===== config.mk =====
export PLATFORM = sky130hd
export DESIGN_NAME = axi_lite_master_flat
export DESIGN_NICKNAME = d
export VERILOG_FILES = /design/src/rtl/axi_lite_master_if.sv /design/src/rtl/axi_lite_master.sv /design/src/flat_wrapper.sv
export SDC_FILE = /design/constraint.sdc
export NUM_CORES = 1
export LEC_CHECK = 0
export ABC_AREA = 1
export BUFFER_PORTS_ARGS = -buffer_cell sky130_fd_sc_hd__buf_2
export CORE_UTILIZATION = 47
export CTS_BUF_LIST = sky130_fd_sc_hd__clkbuf_8
export DETAILED_ROUTE_END_ITERATION = 8
export PLACE_DENSITY = 0.92
export SLEW_MARGIN = 0
export SYNTH_ARGS = -nofsm -noshare
export SYNTH_HDL_FRONTEND = slang
export SYNTH_SLANG_ARGS = --single-unit

===== constraint.sdc =====
create_clock -name clk -period 1.8 [get_ports clk]
set_clock_uncertainty 0.1 [all_clocks]
set_input_delay 0.09 -clock clk [delete_from_list [all_inputs] [get_ports clk]]
set_output_delay 0.09 -clock clk [all_outputs]
set_load 0.1 [all_outputs]

===== src/rtl/axi_lite_master_if.sv =====
// Bus bundle for axi_lite_master: command/response channels plus the AXI4-Lite initiator ports.
// The master modport is the DUT view; the slave modport is the environment view.
interface axi_lite_master_if #(
    parameter int ADDR_W_p = 4
);
    logic                i_cmd_valid;
    logic                o_cmd_ready;
    logic                i_cmd_write;
    logic [ADDR_W_p-1:0] i_cmd_addr;
    logic [31:0]         i_cmd_wdata;
    logic [3:0]          i_cmd_wstrb;

    logic                o_rsp_valid;
    logic                i_rsp_ready;
    logic [31:0]         o_rsp_rdata;
    logic [1:0]          o_rsp_resp;

    logic [ADDR_W_p-1:0] o_axi_awaddr;
    logic                o_axi_awvalid;
    logic                i_axi_awready;
    logic [31:0]         o_axi_wdata;
    logic [3:0]          o_axi_wstrb;
    logic                o_axi_wvalid;
    logic                i_axi_wready;
    logic [1:0]          i_axi_bresp;
    logic                i_axi_bvalid;
    logic                o_axi_bready;
    logic [ADDR_W_p-1:0] o_axi_araddr;
    logic                o_axi_arvalid;
    logic                i_axi_arready;
    logic [31:0]         i_axi_rdata;
    logic [1:0]          i_axi_rresp;
    logic                i_axi_rvalid;
    logic                o_axi_rready;

    modport master (
        input  i_cmd_valid, i_cmd_write, i_cmd_addr, i_cmd_wdata, i_cmd_wstrb, i_rsp_ready,
        input  i_axi_awready, i_axi_wready, i_axi_bresp, i_axi_bvalid,
        input  i_axi_arready, i_axi_rdata, i_axi_rresp, i_axi_rvalid,
        output o_cmd_ready, o_rsp_valid, o_rsp_rdata, o_rsp_resp,
        output o_axi_awaddr, o_axi_awvalid, o_axi_wdata, o_axi_wstrb, o_axi_wvalid,
        output o_axi_bready, o_axi_araddr, o_axi_arvalid, o_axi_rready
    );

    modport slave (
        output i_cmd_valid, i_cmd_write, i_cmd_addr, i_cmd_wdata, i_cmd_wstrb, i_rsp_ready,
        output i_axi_awready, i_axi_wready, i_axi_bresp, i_axi_bvalid,
        output i_axi_arready, i_axi_rdata, i_axi_rresp, i_axi_rvalid,
        input  o_cmd_ready, o_rsp_valid, o_rsp_rdata, o_rsp_resp,
        input  o_axi_awaddr, o_axi_awvalid, o_axi_wdata, o_axi_wstrb, o_axi_wvalid,
        input  o_axi_bready, o_axi_araddr, o_axi_arvalid, o_axi_rready
    );
endinterface


===== src/rtl/axi_lite_master.sv =====
// Single-outstanding AXI4-Lite initiator: one command in, one AXI transaction out, one response back.
// Define AXI_LITE_MASTER_TIMEOUT_EN to add a responder timeout that completes with SLVERR.
module axi_lite_master #(
    parameter int ADDR_W_p = 4
`ifdef AXI_LITE_MASTER_TIMEOUT_EN
    ,
    parameter int TIMEOUT_CYCLES_p = 16
`endif
) (
    input  logic                clk,
    input  logic                rst_n,
    axi_lite_master_if.master   bus,
    output logic [2:0]          o_dbg_state
);
    // Handshakes (all valid/ready pairs): a transfer happens on a rising edge where
    // both valid and ready are high; valid and its payload never change while waiting.
    typedef enum logic [2:0] {
        IDLE, WR_ADDR_DATA, WAIT_B, RD_ADDR, WAIT_R, RESP
    } state_e;

    localparam logic [ADDR_W_p-1:0] WORD_MASK_p = ~ADDR_W_p'(3);

    state_e              state_q, state_d;
    logic [ADDR_W_p-1:0] addr_q, addr_d;
    logic [31:0]         wdata_q, wdata_d;
    logic [3:0]          wstrb_q, wstrb_d;
    logic                aw_done_q, aw_done_d;
    logic                w_done_q, w_done_d;
    logic [31:0]         rsp_rdata_q, rsp_rdata_d;
    logic [1:0]          rsp_resp_q, rsp_resp_d;

`ifdef AXI_LITE_MASTER_TIMEOUT_EN
    localparam int CNT_W_p = $clog2(TIMEOUT_CYCLES_p + 1);
    logic [CNT_W_p-1:0] cnt_q, cnt_d;
    logic               busy;
`endif

    // All outputs decode from registered state, so reset clears them immediately.
    assign bus.o_cmd_ready   = (state_q == IDLE);
    assign bus.o_axi_awvalid = (state_q == WR_ADDR_DATA) && !aw_done_q;
    assign bus.o_axi_wvalid  = (state_q == WR_ADDR_DATA) && !w_done_q;
    assign bus.o_axi_bready  = (state_q == WAIT_B);
    assign bus.o_axi_arvalid = (state_q == RD_ADDR);
    assign bus.o_axi_rready  = (state_q == WAIT_R);
    assign bus.o_rsp_valid   = (state_q == RESP);
    assign bus.o_axi_awaddr  = addr_q;
    assign bus.o_axi_araddr  = addr_q;
    assign bus.o_axi_wdata   = wdata_q;
    assign bus.o_axi_wstrb   = wstrb_q;
    assign bus.o_rsp_rdata   = rsp_rdata_q;
    assign bus.o_rsp_resp    = rsp_resp_q;
    assign o_dbg_state       = state_q;

    always_comb begin
        state_d     = state_q;
        addr_d      = addr_q;
        wdata_d     = wdata_q;
        wstrb_d     = wstrb_q;
        aw_done_d   = aw_done_q;
        w_done_d    = w_done_q;
        rsp_rdata_d = rsp_rdata_q;
        rsp_resp_d  = rsp_resp_q;
        unique case (state_q)
            IDLE: begin
                if (bus.i_cmd_valid) begin
                    addr_d    = bus.i_cmd_addr & WORD_MASK_p;
                    wdata_d   = bus.i_cmd_wdata;
                    wstrb_d   = bus.i_cmd_wstrb;
                    aw_done_d = 1'b0;
                    w_done_d  = 1'b0;
                    state_d   = bus.i_cmd_write ? WR_ADDR_DATA : RD_ADDR;
                end
            end
            WR_ADDR_DATA: begin
                // AW and W complete independently, in either order or together.
                aw_done_d = aw_done_q | (bus.o_axi_awvalid && bus.i_axi_awready);
                w_done_d  = w_done_q | (bus.o_axi_wvalid && bus.i_axi_wready);
                if (aw_done_d && w_done_d) state_d = WAIT_B;
            end
            WAIT_B: begin
                if (bus.i_axi_bvalid) begin
                    rsp_rdata_d = '0;
                    rsp_resp_d  = bus.i_axi_bresp;
                    state_d     = RESP;
                end
            end
            RD_ADDR: begin
                if (bus.i_axi_arready) state_d = WAIT_R;
            end
            WAIT_R: begin
                if (bus.i_axi_rvalid) begin
                    rsp_rdata_d = bus.i_axi_rdata;
                    rsp_resp_d  = bus.i_axi_rresp;
                    state_d     = RESP;
                end
            end
            RESP: begin
                if (bus.i_rsp_ready) state_d = IDLE;
            end
            default: state_d = IDLE;
        endcase

`ifdef AXI_LITE_MASTER_TIMEOUT_EN
        busy  = (state_q == WR_ADDR_DATA) || (state_q == WAIT_B) ||
                (state_q == RD_ADDR) || (state_q == WAIT_R);
        cnt_d = cnt_q;
        if (state_q == IDLE && bus.i_cmd_valid) cnt_d = '0;
        else if (busy) cnt_d = cnt_q + CNT_W_p'(1);
        // A real B/R arriving on the expiry cycle still wins over the timeout.
        if (busy && cnt_d == CNT_W_p'(TIMEOUT_CYCLES_p) && state_d != RESP) begin
            state_d     = RESP;
            rsp_rdata_d = '0;
            rsp_resp_d  = 2'b10;
        end
`endif
    end

    always_ff @(posedge clk or negedge rst_n) begin
        if (!rst_n) begin
            state_q     <= IDLE;
            addr_q      <= '0;
            wdata_q     <= '0;
            wstrb_q     <= '0;
            aw_done_q   <= 1'b0;
            w_done_q    <= 1'b0;
            rsp_rdata_q <= '0;
            rsp_resp_q  <= '0;
        end else begin
            state_q     <= state_d;
            addr_q      <= addr_d;
            wdata_q     <= wdata_d;
            wstrb_q     <= wstrb_d;
            aw_done_q   <= aw_done_d;
            w_done_q    <= w_done_d;
            rsp_rdata_q <= rsp_rdata_d;
            rsp_resp_q  <= rsp_resp_d;
        end
    end

`ifdef AXI_LITE_MASTER_TIMEOUT_EN
    always_ff @(posedge clk or negedge rst_n) begin
        if (!rst_n) cnt_q <= '0;
        else        cnt_q <= cnt_d;
    end
`endif
endmodule


===== src/flat_wrapper.sv =====
// flat-port wrapper written by rule: the top's interface ports become plain ports
module axi_lite_master_flat 
#(
    parameter int ADDR_W_p = 4

)
  (clk, rst_n, o_dbg_state, bus_i_cmd_valid, bus_i_cmd_write, bus_i_cmd_addr, bus_i_cmd_wdata, bus_i_cmd_wstrb, bus_i_rsp_ready, bus_i_axi_awready, bus_i_axi_wready, bus_i_axi_bresp, bus_i_axi_bvalid, bus_i_axi_arready, bus_i_axi_rdata, bus_i_axi_rresp, bus_i_axi_rvalid, bus_o_cmd_ready, bus_o_rsp_valid, bus_o_rsp_rdata, bus_o_rsp_resp, bus_o_axi_awaddr, bus_o_axi_awvalid, bus_o_axi_wdata, bus_o_axi_wstrb, bus_o_axi_wvalid, bus_o_axi_bready, bus_o_axi_araddr, bus_o_axi_arvalid, bus_o_axi_rready);
  axi_lite_master_if #(.ADDR_W_p(ADDR_W_p)) bus_i ();
  input  logic clk;
  input  logic rst_n;
  output logic [2:0] o_dbg_state;
  input wire logic [$bits(bus_i.i_cmd_valid)-1:0] bus_i_cmd_valid;
  input wire logic [$bits(bus_i.i_cmd_write)-1:0] bus_i_cmd_write;
  input wire logic [$bits(bus_i.i_cmd_addr)-1:0] bus_i_cmd_addr;
  input wire logic [$bits(bus_i.i_cmd_wdata)-1:0] bus_i_cmd_wdata;
  input wire logic [$bits(bus_i.i_cmd_wstrb)-1:0] bus_i_cmd_wstrb;
  input wire logic [$bits(bus_i.i_rsp_ready)-1:0] bus_i_rsp_ready;
  input wire logic [$bits(bus_i.i_axi_awready)-1:0] bus_i_axi_awready;
  input wire logic [$bits(bus_i.i_axi_wready)-1:0] bus_i_axi_wready;
  input wire logic [$bits(bus_i.i_axi_bresp)-1:0] bus_i_axi_bresp;
  input wire logic [$bits(bus_i.i_axi_bvalid)-1:0] bus_i_axi_bvalid;
  input wire logic [$bits(bus_i.i_axi_arready)-1:0] bus_i_axi_arready;
  input wire logic [$bits(bus_i.i_axi_rdata)-1:0] bus_i_axi_rdata;
  input wire logic [$bits(bus_i.i_axi_rresp)-1:0] bus_i_axi_rresp;
  input wire logic [$bits(bus_i.i_axi_rvalid)-1:0] bus_i_axi_rvalid;
  output wire logic [$bits(bus_i.o_cmd_ready)-1:0] bus_o_cmd_ready;
  output wire logic [$bits(bus_i.o_rsp_valid)-1:0] bus_o_rsp_valid;
  output wire logic [$bits(bus_i.o_rsp_rdata)-1:0] bus_o_rsp_rdata;
  output wire logic [$bits(bus_i.o_rsp_resp)-1:0] bus_o_rsp_resp;
  output wire logic [$bits(bus_i.o_axi_awaddr)-1:0] bus_o_axi_awaddr;
  output wire logic [$bits(bus_i.o_axi_awvalid)-1:0] bus_o_axi_awvalid;
  output wire logic [$bits(bus_i.o_axi_wdata)-1:0] bus_o_axi_wdata;
  output wire logic [$bits(bus_i.o_axi_wstrb)-1:0] bus_o_axi_wstrb;
  output wire logic [$bits(bus_i.o_axi_wvalid)-1:0] bus_o_axi_wvalid;
  output wire logic [$bits(bus_i.o_axi_bready)-1:0] bus_o_axi_bready;
  output wire logic [$bits(bus_i.o_axi_araddr)-1:0] bus_o_axi_araddr;
  output wire logic [$bits(bus_i.o_axi_arvalid)-1:0] bus_o_axi_arvalid;
  output wire logic [$bits(bus_i.o_axi_rready)-1:0] bus_o_axi_rready;
  assign bus_i.i_cmd_valid = bus_i_cmd_valid;
  assign bus_i.i_cmd_write = bus_i_cmd_write;
  assign bus_i.i_cmd_addr = bus_i_cmd_addr;
  assign bus_i.i_cmd_wdata = bus_i_cmd_wdata;
  assign bus_i.i_cmd_wstrb = bus_i_cmd_wstrb;
  assign bus_i.i_rsp_ready = bus_i_rsp_ready;
  assign bus_i.i_axi_awready = bus_i_axi_awready;
  assign bus_i.i_axi_wready = bus_i_axi_wready;
  assign bus_i.i_axi_bresp = bus_i_axi_bresp;
  assign bus_i.i_axi_bvalid = bus_i_axi_bvalid;
  assign bus_i.i_axi_arready = bus_i_axi_arready;
  assign bus_i.i_axi_rdata = bus_i_axi_rdata;
  assign bus_i.i_axi_rresp = bus_i_axi_rresp;
  assign bus_i.i_axi_rvalid = bus_i_axi_rvalid;
  assign bus_o_cmd_ready = bus_i.o_cmd_ready;
  assign bus_o_rsp_valid = bus_i.o_rsp_valid;
  assign bus_o_rsp_rdata = bus_i.o_rsp_rdata;
  assign bus_o_rsp_resp = bus_i.o_rsp_resp;
  assign bus_o_axi_awaddr = bus_i.o_axi_awaddr;
  assign bus_o_axi_awvalid = bus_i.o_axi_awvalid;
  assign bus_o_axi_wdata = bus_i.o_axi_wdata;
  assign bus_o_axi_wstrb = bus_i.o_axi_wstrb;
  assign bus_o_axi_wvalid = bus_i.o_axi_wvalid;
  assign bus_o_axi_bready = bus_i.o_axi_bready;
  assign bus_o_axi_araddr = bus_i.o_axi_araddr;
  assign bus_o_axi_arvalid = bus_i.o_axi_arvalid;
  assign bus_o_axi_rready = bus_i.o_axi_rready;
  axi_lite_master #(.ADDR_W_p(ADDR_W_p)) u_core (.clk(clk), .rst_n(rst_n), .bus(bus_i), .o_dbg_state(o_dbg_state));
endmodule

==> results.md <==
* Area of the core at 0.00721 mm^2
* Share of the cycle needed by the critical path after routing at 0.997
* Classification of the worst-slack hold path: in -> async
* Cells along the critical path: nor2_4, inv_2, nor2_4, inv_2, nor2_4, buf_12
* Kind of start point of the critical path: flop
* Via count of the first global-routing pass at 3698
* Worst path arrival time at 1600 ps
* Mean routed wirelength per cell at 15.9 um
* Primary FF master, synth: sky130_fd_sc_hd__dfrtp_1
* Critical path depth in cells at 6
* Total wire length at 11800 um
* Slowest cell on the critical path: sky130_fd_sc_hd__dfrtp_4
* GR peak layer: met2
* Relative area change from synthesis to final layout at 62.2%
* RSZ-0062 raised after global routing: yes
* Final weighted congestion in routability-driven placement at 0.801
* Fraction of final layout cells sized beyond drive strength 1 at 0.399
* Total global routing track utilization at 0.284
* Final number of setup-violating endpoints at 0
* Number of nets with antenna violations after detailed routing at 0
* Cell with the most instances after synthesis: sky130_fd_sc_hd__nand2_1
* Yosys reg bits at 77
* Highest fanout seen on the critical path at 6
* Number of instances in the synthesized netlist at 384
* Syn_area_per_cell at 9.10 um^2
* Number of buffers and inverters on the critical path at 3
* First-pass GRT wire length at 16700 um
* Root Buffer: sky130_fd_sc_hd__clkbuf_8
* Post-synth EDFFs at 0
* Final nets at 723
* Filler Cell Count at 429
* Starting density of the core at 0.484
* Kind of end point of the critical path: output port
* Number of max-slew violations in the final report at 0
* Final hold violation count at 0
* Critical path required time at 1610 ps
* Detailed-route DRC error count at 0
* Register area share after synthesis at 0.551
* Die Span X at 88.2 um
* Count of boundary I/O pins at 174
* Total Negative Setup Slacks at 0 ps
* TritonCTS clock tree: built
* HPWL after detailed placement at 6160 um
* Global-route track usage on met3 at 0.0578
* Reg-to-Reg Start: u_core.o_dbg_state[2]
* Die area at 0.00778 mm^2
* Most numerous cell on the critical path: sky130_fd_sc_hd__nor2_4
* Worst setup path startpoint: u_core.o_dbg_state[2]
* Highest Clock Rate at 0.557 GHz
* Outcome: finished clean
* Worst path max stage delay at 530 ps
* Y dimension of the die at 88.2 um
* Port bufs at 167
* Clock transition at the register clock pins on the worst setup and hold paths after CTS at 90 ps
* DR iter-0 viols at 256
* Worst-skew pair later-pin latency at 320 ps
* Met2 track utilization from global routing at 0.500
* End point of the critical path: bus_o_axi_awvalid
* Max-cap violations at 0
* Overall via count from detail_route at 3798
* Area of the mapped netlist at 0.00349 mm^2
* Maximum number of pins on one net before global-route repair at 50
* Delay-heaviest family, CP: flip-flops
* TritonCTS Sinks at 77
* Number of buffers created by CTS at 9
* Worst reg2reg path endpoint: u_core.bus.o_rsp_rdata[9]
* Avg Vias per Cell at 5.13
* Antenna cells at 0
* Crit Path Class: reg -> out
* Top cell types by occurrence after synthesis: sky130_fd_sc_hd__nand2_1, sky130_fd_sc_hd__dfrtp_1, sky130_fd_sc_hd__nand3_2
* Initial antenna violation count at 0
* Number of buffers between clock root and the deepest sink at 2
* H-tree lvl count at 3
* Post-layout min period at 1790 ps
* R2R setup slack at 30 ps
* Proportion of register bits with asynchronous set or reset after synthesis at 1.00
* Top-area cell type share of the netlist area at 0.551
* GR Util met1 at 0.300
* Number of placement rows at 31
* Worst r2r path cells at 7
* Total overflow reported by the global router at 0
* Number of synthesis warnings at 0
* Cells taking the most area after synthesis: sky130_fd_sc_hd__dfrtp_1, sky130_fd_sc_hd__nand2_1, sky130_fd_sc_hd__nand3_2
* Count of different cell masters after synthesis at 25
* 1st-pass router iterations at 7
* Cell type contributing the most total cell area after synthesis: sky130_fd_sc_hd__dfrtp_1
final cells by class:
type	count	area [um^2]	share of cell area
Timing Repair Buffer	266	1970	0.348
Clock buffer	10	138	0.0243
Inverter	14	61.3	0.0108
Clock inverter	6	62.6	0.0110
Sequential cell	77	1940	0.342
Multi-Input combinational cell	269	1370	0.242
Tap cell	99	124	0.0219
routing by layer:
metal / part of all wire / wire length [um]
met5: 0 / 0
met4: 0.054 / 633
met3: 0.063 / 736
met2: 0.54 / 6320
met1: 0.35 / 4080
worst min path at each step:
stage | start | endpoint | slack, ps
final | rst_n | u_core.bus.o_axi_wdata[13] | 110
after global routing | bus_i_axi_bvalid | u_core.bus.o_rsp_rdata[5] | 120
after CTS | bus_i_rsp_ready | u_core.o_dbg_state[2] | 110
after detailed placement | rst_n | u_core.bus.o_axi_wdata[17] | -60
after global placement | rst_n | u_core.bus.o_axi_wdata[17] | -60
after floorplan | rst_n | u_core.aw_done_q | -310
layout by cell type (no fill, tap or decap), types with 5 or more instances in the layout:
master,count
sky130_fd_sc_hd__buf_4,12
sky130_fd_sc_hd__buf_2,160
sky130_fd_sc_hd__nand3_1,12
sky130_fd_sc_hd__inv_1,8
sky130_fd_sc_hd__nand2_1,171
sky130_fd_sc_hd__nor2_4,8
sky130_fd_sc_hd__nand3_2,28
sky130_fd_sc_hd__o21ai_0,24
sky130_fd_sc_hd__buf_12,10
sky130_fd_sc_hd__dfrtp_1,74
sky130_fd_sc_hd__clkbuf_8,10
sky130_fd_sc_hd__inv_2,5
sky130_fd_sc_hd__o21ai_1,10
sky130_fd_sc_hd__dlygate4sd3_1,79
stage by stage:
step | hold WS (ps) | instances | util | worst slack (ps) | area [um^2]
after floorplan | -306 | 387 | - | -456 | 3580
after global placement | -65.0 | 633 | 0.619 | 63.5 | 4460
after detailed placement | -59.9 | 633 | 0.619 | -33.3 | 4460
after CTS | 108 | 734 | 0.770 | 0.142 | 5550
after global routing | 123 | 741 | 0.786 | -61.2 | 5670
final | 109 | 741 | 0.786 | 5.35 | 5670
what timing repair did:
action | 4_1_cts | 5_1_grt
gates resized for setup | 5 | 8
pin swaps | 2 | 4
hold buffers | 79 | 0
setup buffers | 4 | 6
hold endpoints to repair | 152 | 0
setup endpoints to repair | 14 | 41
cloned | 2 | 1
worst register-to-register path, delay by kind of cell, from the launching register on:
family	cells	cell delay, ps
simple gates	4	310
buf+inv	2	310
compound gates	1	410
flops	1	530
state kept, by name, summed over array words and instances, names as in the netlist:
register and count:
u_core.bus.o_axi_wdata 32, u_core.bus.o_rsp_rdata 32, u_core.bus.o_axi_wstrb 4, u_core.o_dbg_state 3
u_core.bus.o_axi_araddr 2, u_core.bus.o_rsp_resp 2, u_core.aw_done_q 1, u_core.w_done_q 1
kinds of logic (layout without fill, tap and decap cells):
| kind of cell | count (synthesis) | after routing | synth area share |
|---|---|---|---|
| buf+inv | 42 | 296 | 0.0748 |
| other cells | 1 | 4 | 0.00107 |
| compound gates | 39 | 39 | 0.0591 |
| flops | 77 | 77 | 0.551 |
| simple gates | 225 | 226 | 0.314 |
Power is not shown: default switching activity piles up to over one toggle a cycle in this logic, so the estimate is an artifact.
